<file path="src/rtl/dmem_arbiter_if.sv">
`timescale 1ns/1ps
// dmem_arbiter_if: bundles both requester ports and the memory-side signals
// of the data-memory arbiter. The arbiter uses the slave view; the requesters
// plus the memory instance together form the master view.
interface dmem_arbiter_if;
    // requester port 0 (CPU load/store unit)
    logic        req0;
    logic        we0;
    logic        lock0;
    logic [31:0] addr0;
    logic [31:0] wdata0;
    logic        gnt0;
    logic        rvalid0;
    logic [31:0] rdata0;
    logic        err0;

    // requester port 1 (debug / program loader)
    logic        req1;
    logic        we1;
    logic        lock1;
    logic [31:0] addr1;
    logic [31:0] wdata1;
    logic        gnt1;
    logic        rvalid1;
    logic [31:0] rdata1;
    logic        err1;

    // memory side
    logic        mem_we;
    logic        mem_re;
    logic [31:0] mem_addr;
    logic [31:0] mem_wdata;
    logic [31:0] mem_rdata;

    modport slave (
        input  req0, we0, lock0, addr0, wdata0,
        input  req1, we1, lock1, addr1, wdata1,
        input  mem_rdata,
        output gnt0, rvalid0, rdata0, err0,
        output gnt1, rvalid1, rdata1, err1,
        output mem_we, mem_re, mem_addr, mem_wdata
    );

    modport master (
        output req0, we0, lock0, addr0, wdata0,
        output req1, we1, lock1, addr1, wdata1,
        output mem_rdata,
        input  gnt0, rvalid0, rdata0, err0,
        input  gnt1, rvalid1, rdata1, err1,
        input  mem_we, mem_re, mem_addr, mem_wdata
    );
endinterface

</file>
<file path="src/rtl/dmem_arbiter.sv">
`timescale 1ns/1ps
// dmem_arbiter: two-port round-robin arbiter in front of a single-cycle data
// memory. Three stages: ACCEPT (combinational grant), ACCESS (command
// register drives the memory), RESP (response register drives the winner).
// Optional feature macro: DMEM_ARB_LOCK_EN enables locked follow-on grants,
// bounded to LOCK_MAX consecutive grants per holder.
module dmem_arbiter #(
    parameter int DEPTH    = 32,
    parameter int LOCK_MAX = 4
) (
    input  logic          clk,
    input  logic          reset,
    dmem_arbiter_if.slave bus
);
    // round-robin pointer: port granted most recently
    logic        last_reg;
    logic        last_next;
    logic        tie_pick1;

    // accept stage
    logic        gnt0_c;
    logic        gnt1_c;
    logic        accept;
    logic        win_port;
    logic        sel_we;
    logic [31:0] sel_addr;
    logic [31:0] sel_wdata;

    // command register (ACCESS stage)
    logic        cmd_valid_reg;
    logic        cmd_port_reg;
    logic        cmd_we_reg;
    logic [31:0] cmd_addr_reg;
    logic [31:0] cmd_wdata_reg;
    logic        cmd_in_range;
    logic        cmd_live;
    logic        mem_re_c;

    // response register (RESP stage)
    logic        rsp_valid_reg;
    logic        rsp_port_reg;
    logic        rsp_err_reg;
    logic [31:0] rsp_rdata_reg;

    logic        rvalid_vec [2];
    logic [31:0] rdata_vec  [2];
    logic        err_vec    [2];

`ifdef DMEM_ARB_LOCK_EN
    logic [2:0]  lock_cnt_reg;
    logic [2:0]  lock_cnt_next;
    logic        lock_port_reg;
    logic        lock_port_next;
    logic        sel_lock;

    assign sel_lock = win_port ? bus.lock1 : bus.lock0;

    // tie-break: a live lock run keeps the holder, an exhausted run hands the tie over
    always_comb begin
        tie_pick1 = ~last_reg;
        if (lock_cnt_reg == 3'(LOCK_MAX)) begin
            tie_pick1 = ~lock_port_reg;
        end else if (lock_cnt_reg != 3'd0) begin
            tie_pick1 = lock_port_reg;
        end
    end

    // count consecutive locked grants to the same port; any break clears the run
    always_comb begin
        lock_cnt_next  = 3'd0;
        lock_port_next = lock_port_reg;
        if (accept && (lock_cnt_reg != 3'(LOCK_MAX)) && sel_lock) begin
            if ((lock_cnt_reg != 3'd0) && (lock_port_reg == win_port)) begin
                lock_cnt_next = lock_cnt_reg + 3'd1;
            end else begin
                lock_cnt_next  = 3'd1;
                lock_port_next = win_port;
            end
        end
    end

    // lock run state register
    always_ff @(posedge clk) begin
        if (reset) begin
            lock_cnt_reg  <= 3'd0;
            lock_port_reg <= 1'b0;
        end else begin
            lock_cnt_reg  <= lock_cnt_next;
            lock_port_reg <= lock_port_next;
        end
    end
`else
    // lock inputs and LOCK_MAX have no effect in the plain round-robin build
    localparam int LOCK_MAX_UNUSED = LOCK_MAX;
    logic lock_unused;
    assign lock_unused = bus.lock0 ^ bus.lock1;
    assign tie_pick1   = ~last_reg;
`endif

    // grant: lone requester wins, a tie goes to the tie-break choice; nothing during reset
    always_comb begin
        gnt0_c = 1'b0;
        gnt1_c = 1'b0;
        if (!reset) begin
            if (bus.req0 && bus.req1) begin
                gnt1_c = tie_pick1;
                gnt0_c = ~tie_pick1;
            end else begin
                gnt0_c = bus.req0;
                gnt1_c = bus.req1;
            end
        end
    end

    assign accept    = gnt0_c | gnt1_c;
    assign win_port  = gnt1_c;
    assign sel_we    = win_port ? bus.we1    : bus.we0;
    assign sel_addr  = win_port ? bus.addr1  : bus.addr0;
    assign sel_wdata = win_port ? bus.wdata1 : bus.wdata0;
    assign last_next = accept ? win_port : last_reg;
    assign bus.gnt0  = gnt0_c;
    assign bus.gnt1  = gnt1_c;

    // capture the winning command; reset drops anything in flight
    always_ff @(posedge clk) begin
        if (reset) begin
            last_reg      <= 1'b1;
            cmd_valid_reg <= 1'b0;
            cmd_port_reg  <= 1'b0;
            cmd_we_reg    <= 1'b0;
            cmd_addr_reg  <= 32'h0;
            cmd_wdata_reg <= 32'h0;
        end else begin
            last_reg      <= last_next;
            cmd_valid_reg <= accept;
            if (accept) begin
                cmd_port_reg  <= win_port;
                cmd_we_reg    <= sel_we;
                cmd_addr_reg  <= sel_addr;
                cmd_wdata_reg <= sel_wdata;
            end
        end
    end

    // ACCESS: only an in-range command touches memory, and never while reset is high
    assign cmd_in_range  = (cmd_addr_reg < 32'(DEPTH));
    assign cmd_live      = ~reset & cmd_valid_reg & cmd_in_range;
    assign mem_re_c      = cmd_live & ~cmd_we_reg;
    assign bus.mem_we    = cmd_live & cmd_we_reg;
    assign bus.mem_re    = mem_re_c;
    assign bus.mem_addr  = cmd_live ? cmd_addr_reg  : 32'h0;
    assign bus.mem_wdata = cmd_live ? cmd_wdata_reg : 32'h0;

    // capture the response at the end of ACCESS
    always_ff @(posedge clk) begin
        if (reset) begin
            rsp_valid_reg <= 1'b0;
            rsp_port_reg  <= 1'b0;
            rsp_err_reg   <= 1'b0;
            rsp_rdata_reg <= 32'h0;
        end else begin
            rsp_valid_reg <= cmd_valid_reg;
            rsp_port_reg  <= cmd_port_reg;
            rsp_err_reg   <= cmd_valid_reg & ~cmd_in_range;
            rsp_rdata_reg <= mem_re_c ? bus.mem_rdata : 32'h0;
        end
    end

    // route the response to the issuing port only; the other port stays at zero
    generate
        for (genvar gi = 0; gi < 2; gi++) begin : g_resp
            assign rvalid_vec[gi] = ~reset & rsp_valid_reg & (rsp_port_reg == 1'(gi));
            assign rdata_vec[gi]  = rvalid_vec[gi] ? rsp_rdata_reg : 32'h0;
            assign err_vec[gi]    = rvalid_vec[gi] & rsp_err_reg;
        end
    endgenerate

    assign bus.rvalid0 = rvalid_vec[0];
    assign bus.rvalid1 = rvalid_vec[1];
    assign bus.rdata0  = rdata_vec[0];
    assign bus.rdata1  = rdata_vec[1];
    assign bus.err0    = err_vec[0];
    assign bus.err1    = err_vec[1];
endmodule

</file>
<file path="src/flat_wrapper.sv">
// flat-port wrapper written by rule: the top's interface ports become plain ports
module dmem_arbiter_flat 
#(
    parameter int DEPTH    = 32,
    parameter int LOCK_MAX = 4
)
  (clk, reset, bus_req0, bus_we0, bus_lock0, bus_addr0, bus_wdata0, bus_req1, bus_we1, bus_lock1, bus_addr1, bus_wdata1, bus_mem_rdata, bus_gnt0, bus_rvalid0, bus_rdata0, bus_err0, bus_gnt1, bus_rvalid1, bus_rdata1, bus_err1, bus_mem_we, bus_mem_re, bus_mem_addr, bus_mem_wdata);
  dmem_arbiter_if bus_i ();
  input  logic clk;
  input  logic reset;
  input wire logic [$bits(bus_i.req0)-1:0] bus_req0;
  input wire logic [$bits(bus_i.we0)-1:0] bus_we0;
  input wire logic [$bits(bus_i.lock0)-1:0] bus_lock0;
  input wire logic [$bits(bus_i.addr0)-1:0] bus_addr0;
  input wire logic [$bits(bus_i.wdata0)-1:0] bus_wdata0;
  input wire logic [$bits(bus_i.req1)-1:0] bus_req1;
  input wire logic [$bits(bus_i.we1)-1:0] bus_we1;
  input wire logic [$bits(bus_i.lock1)-1:0] bus_lock1;
  input wire logic [$bits(bus_i.addr1)-1:0] bus_addr1;
  input wire logic [$bits(bus_i.wdata1)-1:0] bus_wdata1;
  input wire logic [$bits(bus_i.mem_rdata)-1:0] bus_mem_rdata;
  output wire logic [$bits(bus_i.gnt0)-1:0] bus_gnt0;
  output wire logic [$bits(bus_i.rvalid0)-1:0] bus_rvalid0;
  output wire logic [$bits(bus_i.rdata0)-1:0] bus_rdata0;
  output wire logic [$bits(bus_i.err0)-1:0] bus_err0;
  output wire logic [$bits(bus_i.gnt1)-1:0] bus_gnt1;
  output wire logic [$bits(bus_i.rvalid1)-1:0] bus_rvalid1;
  output wire logic [$bits(bus_i.rdata1)-1:0] bus_rdata1;
  output wire logic [$bits(bus_i.err1)-1:0] bus_err1;
  output wire logic [$bits(bus_i.mem_we)-1:0] bus_mem_we;
  output wire logic [$bits(bus_i.mem_re)-1:0] bus_mem_re;
  output wire logic [$bits(bus_i.mem_addr)-1:0] bus_mem_addr;
  output wire logic [$bits(bus_i.mem_wdata)-1:0] bus_mem_wdata;
  assign bus_i.req0 = bus_req0;
  assign bus_i.we0 = bus_we0;
  assign bus_i.lock0 = bus_lock0;
  assign bus_i.addr0 = bus_addr0;
  assign bus_i.wdata0 = bus_wdata0;
  assign bus_i.req1 = bus_req1;
  assign bus_i.we1 = bus_we1;
  assign bus_i.lock1 = bus_lock1;
  assign bus_i.addr1 = bus_addr1;
  assign bus_i.wdata1 = bus_wdata1;
  assign bus_i.mem_rdata = bus_mem_rdata;
  assign bus_gnt0 = bus_i.gnt0;
  assign bus_rvalid0 = bus_i.rvalid0;
  assign bus_rdata0 = bus_i.rdata0;
  assign bus_err0 = bus_i.err0;
  assign bus_gnt1 = bus_i.gnt1;
  assign bus_rvalid1 = bus_i.rvalid1;
  assign bus_rdata1 = bus_i.rdata1;
  assign bus_err1 = bus_i.err1;
  assign bus_mem_we = bus_i.mem_we;
  assign bus_mem_re = bus_i.mem_re;
  assign bus_mem_addr = bus_i.mem_addr;
  assign bus_mem_wdata = bus_i.mem_wdata;
  dmem_arbiter #(.DEPTH(DEPTH), .LOCK_MAX(LOCK_MAX)) u_core (.clk(clk), .reset(reset), .bus(bus_i));
endmodule
</file>
<file path="config.mk">
export PLATFORM = sky130hd
export DESIGN_NAME = dmem_arbiter_flat
export DESIGN_NICKNAME = d
export VERILOG_FILES = /design/src/rtl/dmem_arbiter_if.sv /design/src/rtl/dmem_arbiter.sv /design/src/flat_wrapper.sv
export SDC_FILE = /design/constraint.sdc
export NUM_CORES = 1
export LEC_CHECK = 0
export CAP_MARGIN = 20
export CORE_UTILIZATION = 30
export DETAILED_ROUTE_END_ITERATION = 10
export PLACE_DENSITY_LB_ADDON = 0.2
export SYNTH_ARGS = -nofsm -noshare
export SYNTH_HDL_FRONTEND = slang
export SYNTH_SLANG_ARGS = --single-unit
</file>
<file path="constraint.sdc">
create_clock -name clk -period 3.3 [get_ports clk]
set_input_delay 0.66 -clock clk [delete_from_list [all_inputs] [get_ports clk]]
set_output_delay 0.66 -clock clk [all_outputs]
set_load 0.02 [all_outputs]
</file>
# ---- Word-level counts from Yosys, hierarchy flattened
# Cells that the tools add are included.
dict set report word_totals {
  register_bits 103
  out_inout_bits 136
  inputBits 168
}
dict set report op_classes {
  reduce_logical 2
  bitwise_logic 17
  muxes 11
  magnitude_cmp 1
}
# cell count
set ops {}
lappend ops {{$mux W32} 6}
lappend ops {{$lt A32 B6 Y1 const B} 1}
lappend ops {{$and A1 B1 Y1} 10}
lappend ops {{$not A1 Y1} 6}
lappend ops {{$mux W1} 5}
lappend ops {{$reduce_or A2 Y1} 1}
lappend ops {{$logic_and A1 B1 Y1} 1}
lappend ops {{$or A1 B1 Y1} 1}

# ---- Logic depth before layout (Yosys ltp)
dict set report depth {
  word_depth 6
  ltp_mapped 6
  mapped_depth_nobuf 4
}

# ---- Worst setup path after synthesis
# OpenSTA, ideal clock, no wires.
dict set report synth_timing {
  kind {input port to output port}
  startpoint {input port reset}
  endpoint {output port bus_mem_re}
  t_required_ps 2640
  path_stages 4
  arrival_time_ps 1865
  setup_slack_ps 775
  cell_sequence {nor2b_1 -> buf_2 -> clkbuf_1 -> nor4b_1}
}
dict set report synth_between {
  elab_chain_len 4
}
# element line_no
set synth_lines {}
lappend synth_lines {{start: declaration} flat_wrapper.sv:10} ;# input logic reset;
lappend synth_lines {{$not A1 Y1} dmem_arbiter.sv:147} ;# assign cmd_live = ~reset & cmd_valid_reg & cmd_in_range;
lappend synth_lines {{$and A1 B1 Y1 (2 in a row)} dmem_arbiter.sv:147}
lappend synth_lines {{$and A1 B1 Y1} dmem_arbiter.sv:148} ;# assign mem_re_c = cmd_live & ~cmd_we_reg;
lappend synth_lines {{end: declaration} flat_wrapper.sv:31} ;# output wire logic [$bits(bus_i.mem_re)-1:0] bus_mem_re;
# No other way between the ends.

# ---- Worst setup path in the final report
dict set report layout_timing {
  startpoint {input port reset}
  endpoint {output port bus_mem_wdata[23]}
}
dict set report layout_between {
  elab_chain_len 4
}
# element line_no
set layout_lines {}
lappend layout_lines {{$not A1 Y1} dmem_arbiter.sv:147}
lappend layout_lines {{$and A1 B1 Y1 (2 in a row)} dmem_arbiter.sv:147}
lappend layout_lines {{$mux W32} dmem_arbiter.sv:152} ;# assign bus.mem_wdata = cmd_live ? cmd_wdata_reg : 32'h0;
lappend layout_lines {{end: declaration} flat_wrapper.sv:33} ;# output wire logic [$bits(bus_i.mem_wdata)-1:0] bus_mem_wdata;
# No other way between the ends.

==> results.sh <==
export IMPL_crit_fanout=38
export IMPL_die_area_um2=16700
export IMPL_skew_ns=0.00892
export IMPL_ios=304
export IMPL_hold_viol=0
export IMPL_wire_per_inst_um=13.6
export IMPL_hpwl_mm=10.7
export IMPL_path_cells="clkdlybuf4s50_1, nor2b_4, buf_12, and3_1, clkdlybuf4s50_1"
export IMPL_ys_warn_count=0
export IMPL_status="finished clean"
export IMPL_num_rows=46
export IMPL_cp_required_ns=2.64
export IMPL_clkLatencyLatePin_ns=0.34
export IMPL_p_leak_uw=0.00362
export IMPL_setup_violations=0
export IMPL_start_util_pct=30.6
export IMPL_final_nets=957
export IMPL_muxShareOfSynthArea_pct=13.4
export IMPL_p_per_area_nw_per_um2=353
export IMPL_ys_seq_elements=103
export IMPL_synth_compound_area_share_pct=6.97
export IMPL_drive_gt1_share_pct=4.53
export IMPL_cts_buffer_depth=2
export IMPL_crit_path_start_kind="primary input"
export IMPL_routed_wl_mm=13.8
export IMPL_drt_iter0_drc=136
export IMPL_placed_cells=993
export IMPL_crit_top_cell="clkdlybuf4s50_1"
export IMPL_dieWidth_um=129
export IMPL_worst_setup_path_type="in2out"
export IMPL_num_antenna_cells=0
export IMPL_synth_xor_area_share_pct=0
export IMPL_grt_usage_pct=16.3
export IMPL_synth_area_um2=4850
export IMPL_cts_tree="yes"
export IMPL_ys_types=28
export IMPL_clk_pin_slew_ns=0.06
export IMPL_vias=4493
export IMPL_syn_area_per_cell_um2=9.06
export IMPL_finalSetupTns_ns=0
export IMPL_ys_seq_area_share_pct=42.6
export IMPL_root_buffer="clkbuf_16"
export IMPL_drv_slew=0
export IMPL_hp_class="reg2reg"
export IMPL_tightestPinTransition_ns=0.653
export IMPL_buffer_ports_inserted=274
export IMPL_end_kind="primary output"
export IMPL_gp_congestion=0.718
export IMPL_first_pass_iters=6
export IMPL_fin_crit_sh_pct=95.7
export IMPL_ys_async_sr_fraction_pct=0
export IMPL_grt_overflow=0
export IMPL_die_h_um=129
export IMPL_grt_max_degree=66
export IMPL_antenna_found_initial=0
export IMPL_hold_buffers=0
export IMPL_power_uw=2850
export IMPL_numCtsBuffers=9
export IMPL_cp_slowest_stage_delay_ns=0.62
export IMPL_syn_inst=535
export IMPL_place_ws_ns=0.122
export IMPL_synth_top_family_by_area="simple AND/OR/NAND/NOR gates"
export IMPL_core_area_um2=15800
export IMPL_slew_headroom_pct=56.4
export IMPL_grt_pass1_vias=4212
export IMPL_synthFlopType="dfxtp_1"
export IMPL_rsz0062_at_grt="false"
export IMPL_finalNonFillerCells=1010
export IMPL_worst_slack_ns=0.141
export IMPL_h_tree_depth=3
export IMPL_crit_slowest_cell="clkdlybuf4s50_1"
export IMPL_drc=0
export IMPL_area_delta_synth_final_pct=66.3
export IMPL_regArea_um2=2060
export IMPL_synth_edf_count=0
export IMPL_fill_cells=1439
export IMPL_multi_input_area_um2=2480
export IMPL_clock_fmax_ghz=0.317
export IMPL_grt_pass1_wl_mm=20.9
export IMPL_synth_simple_area_share_pct=28.2
export IMPL_synth_fa_ha_area_share_pct=0
export IMPL_postRouteAntennaNets=0
export IMPL_viasPerCell=4.45
export IMPL_clkSinkCount=103
export IMPL_ir_worst_vdd_mv=0.208
export IMPL_drv_cap=0
export IMPL_min_period_ns=3.16
export IMPL_cp_arrival_ns=2.50
-- kinds of logic after synthesis --
group	after synthesis
AO/OA/AOI/OAI	67
flip-flops	103
buffers and inverters	74
other	1
AND/OR/NAND/NOR	225
multiplexers	65
-- worst max-delay path, delay by kind of cell --
| kind | cells | cell delay [ns] |
|---|---|---|
| AND/OR/NAND/NOR | 2 | 0.48 |
| buffers and inverters | 3 | 1.34 |
-- metal layers --
layer | track usage, % | up-vias | share of wire [%]
met5 | 0 | - | 0
met4 | 6.37 | 0 | 1.7
met3 | 4.71 | 15 | 8.2
met2 | 29.1 | 205 | 48
met1 | 18.4 | 1987 | 42
li1 | - | 2286 | -
-- metrics by stage --
stage          utilization (%)  instance area (um2)  hold WS, ns
5_1_grt                   50.9                 8060        0.468
3_3_place_gp              48.9                 7740        0.425
3_5_place_dp              48.9                 7740        0.434
4_1_cts                   50.9                 8050        0.450
6_report                  50.9                 8060        0.444
2_1_floorplan                -                 4940        0.417
-- worst paths after layout --
path                                          startpoint                  endpoint  slack [ns]  depth (start not counted)
worst max-delay path                               reset         bus_mem_wdata[23]        0.14                          5
worst min-delay path            u_core.cmd_wdata_reg[31]  u_core.cmd_wdata_reg[31]        0.44                          2
worst min register to register  u_core.cmd_wdata_reg[31]  u_core.cmd_wdata_reg[31]        0.44                          2
worst max register to register   u_core.cmd_addr_reg[12]   u_core.rsp_rdata_reg[0]        1.44                          6
-- cell type report --
class | instances | area share [%]
repair buffers | 289 | 36.4
multi-input cells | 384 | 30.7
clock buffers | 11 | 3.14
inverters | 2 | 0.0932
clock inverters | 5 | 0.699
well taps | 216 | 3.35
flip-flops and latches | 103 | 25.6
-- cell usage after synthesis (2+ instances only) --
library cell	instances	share of area [%]
o21ai_0	66	6.8
buf_1	2	0.15
mux2i_1	65	13
nor2b_1	4	0.52
inv_1	2	0.15
buf_6	4	0.93
nand2_1	66	5.1
and4b_1	32	6.6
nor3_1	2	0.21
buf_4	28	4.3
nor3b_1	2	0.31
dfxtp_1	103	43
and2_1	66	8.5
nor4_1	6	0.77
and3_1	38	4.9
buf_2	11	1.1
clkbuf_1	27	2.1
-- cells in the final DEF, fill, tap and decap left out, types with 9 or more instances in the layout --
master,count
clkbuf_16,9
conb_1,27
and3_1,38
buf_4,9
and2_1,66
mux2i_1,65
o21ai_0,66
nand2_1,66
dfxtp_1,103
and4b_1,32
clkdlybuf4s50_1,273
-- where the power goes --
part | switching (uW) | internal [uW]
logic | 171 | 259
registers | 29.7 | 1310
clock network | 450 | 628
-- what timing repair did --
item / CTS / global route
gates resized for setup: 0 / 1
setup endpoints to repair: 0 / 14
buffers inserted: 0 / 1
Note: power is estimated with default switching activity, not from simulation.
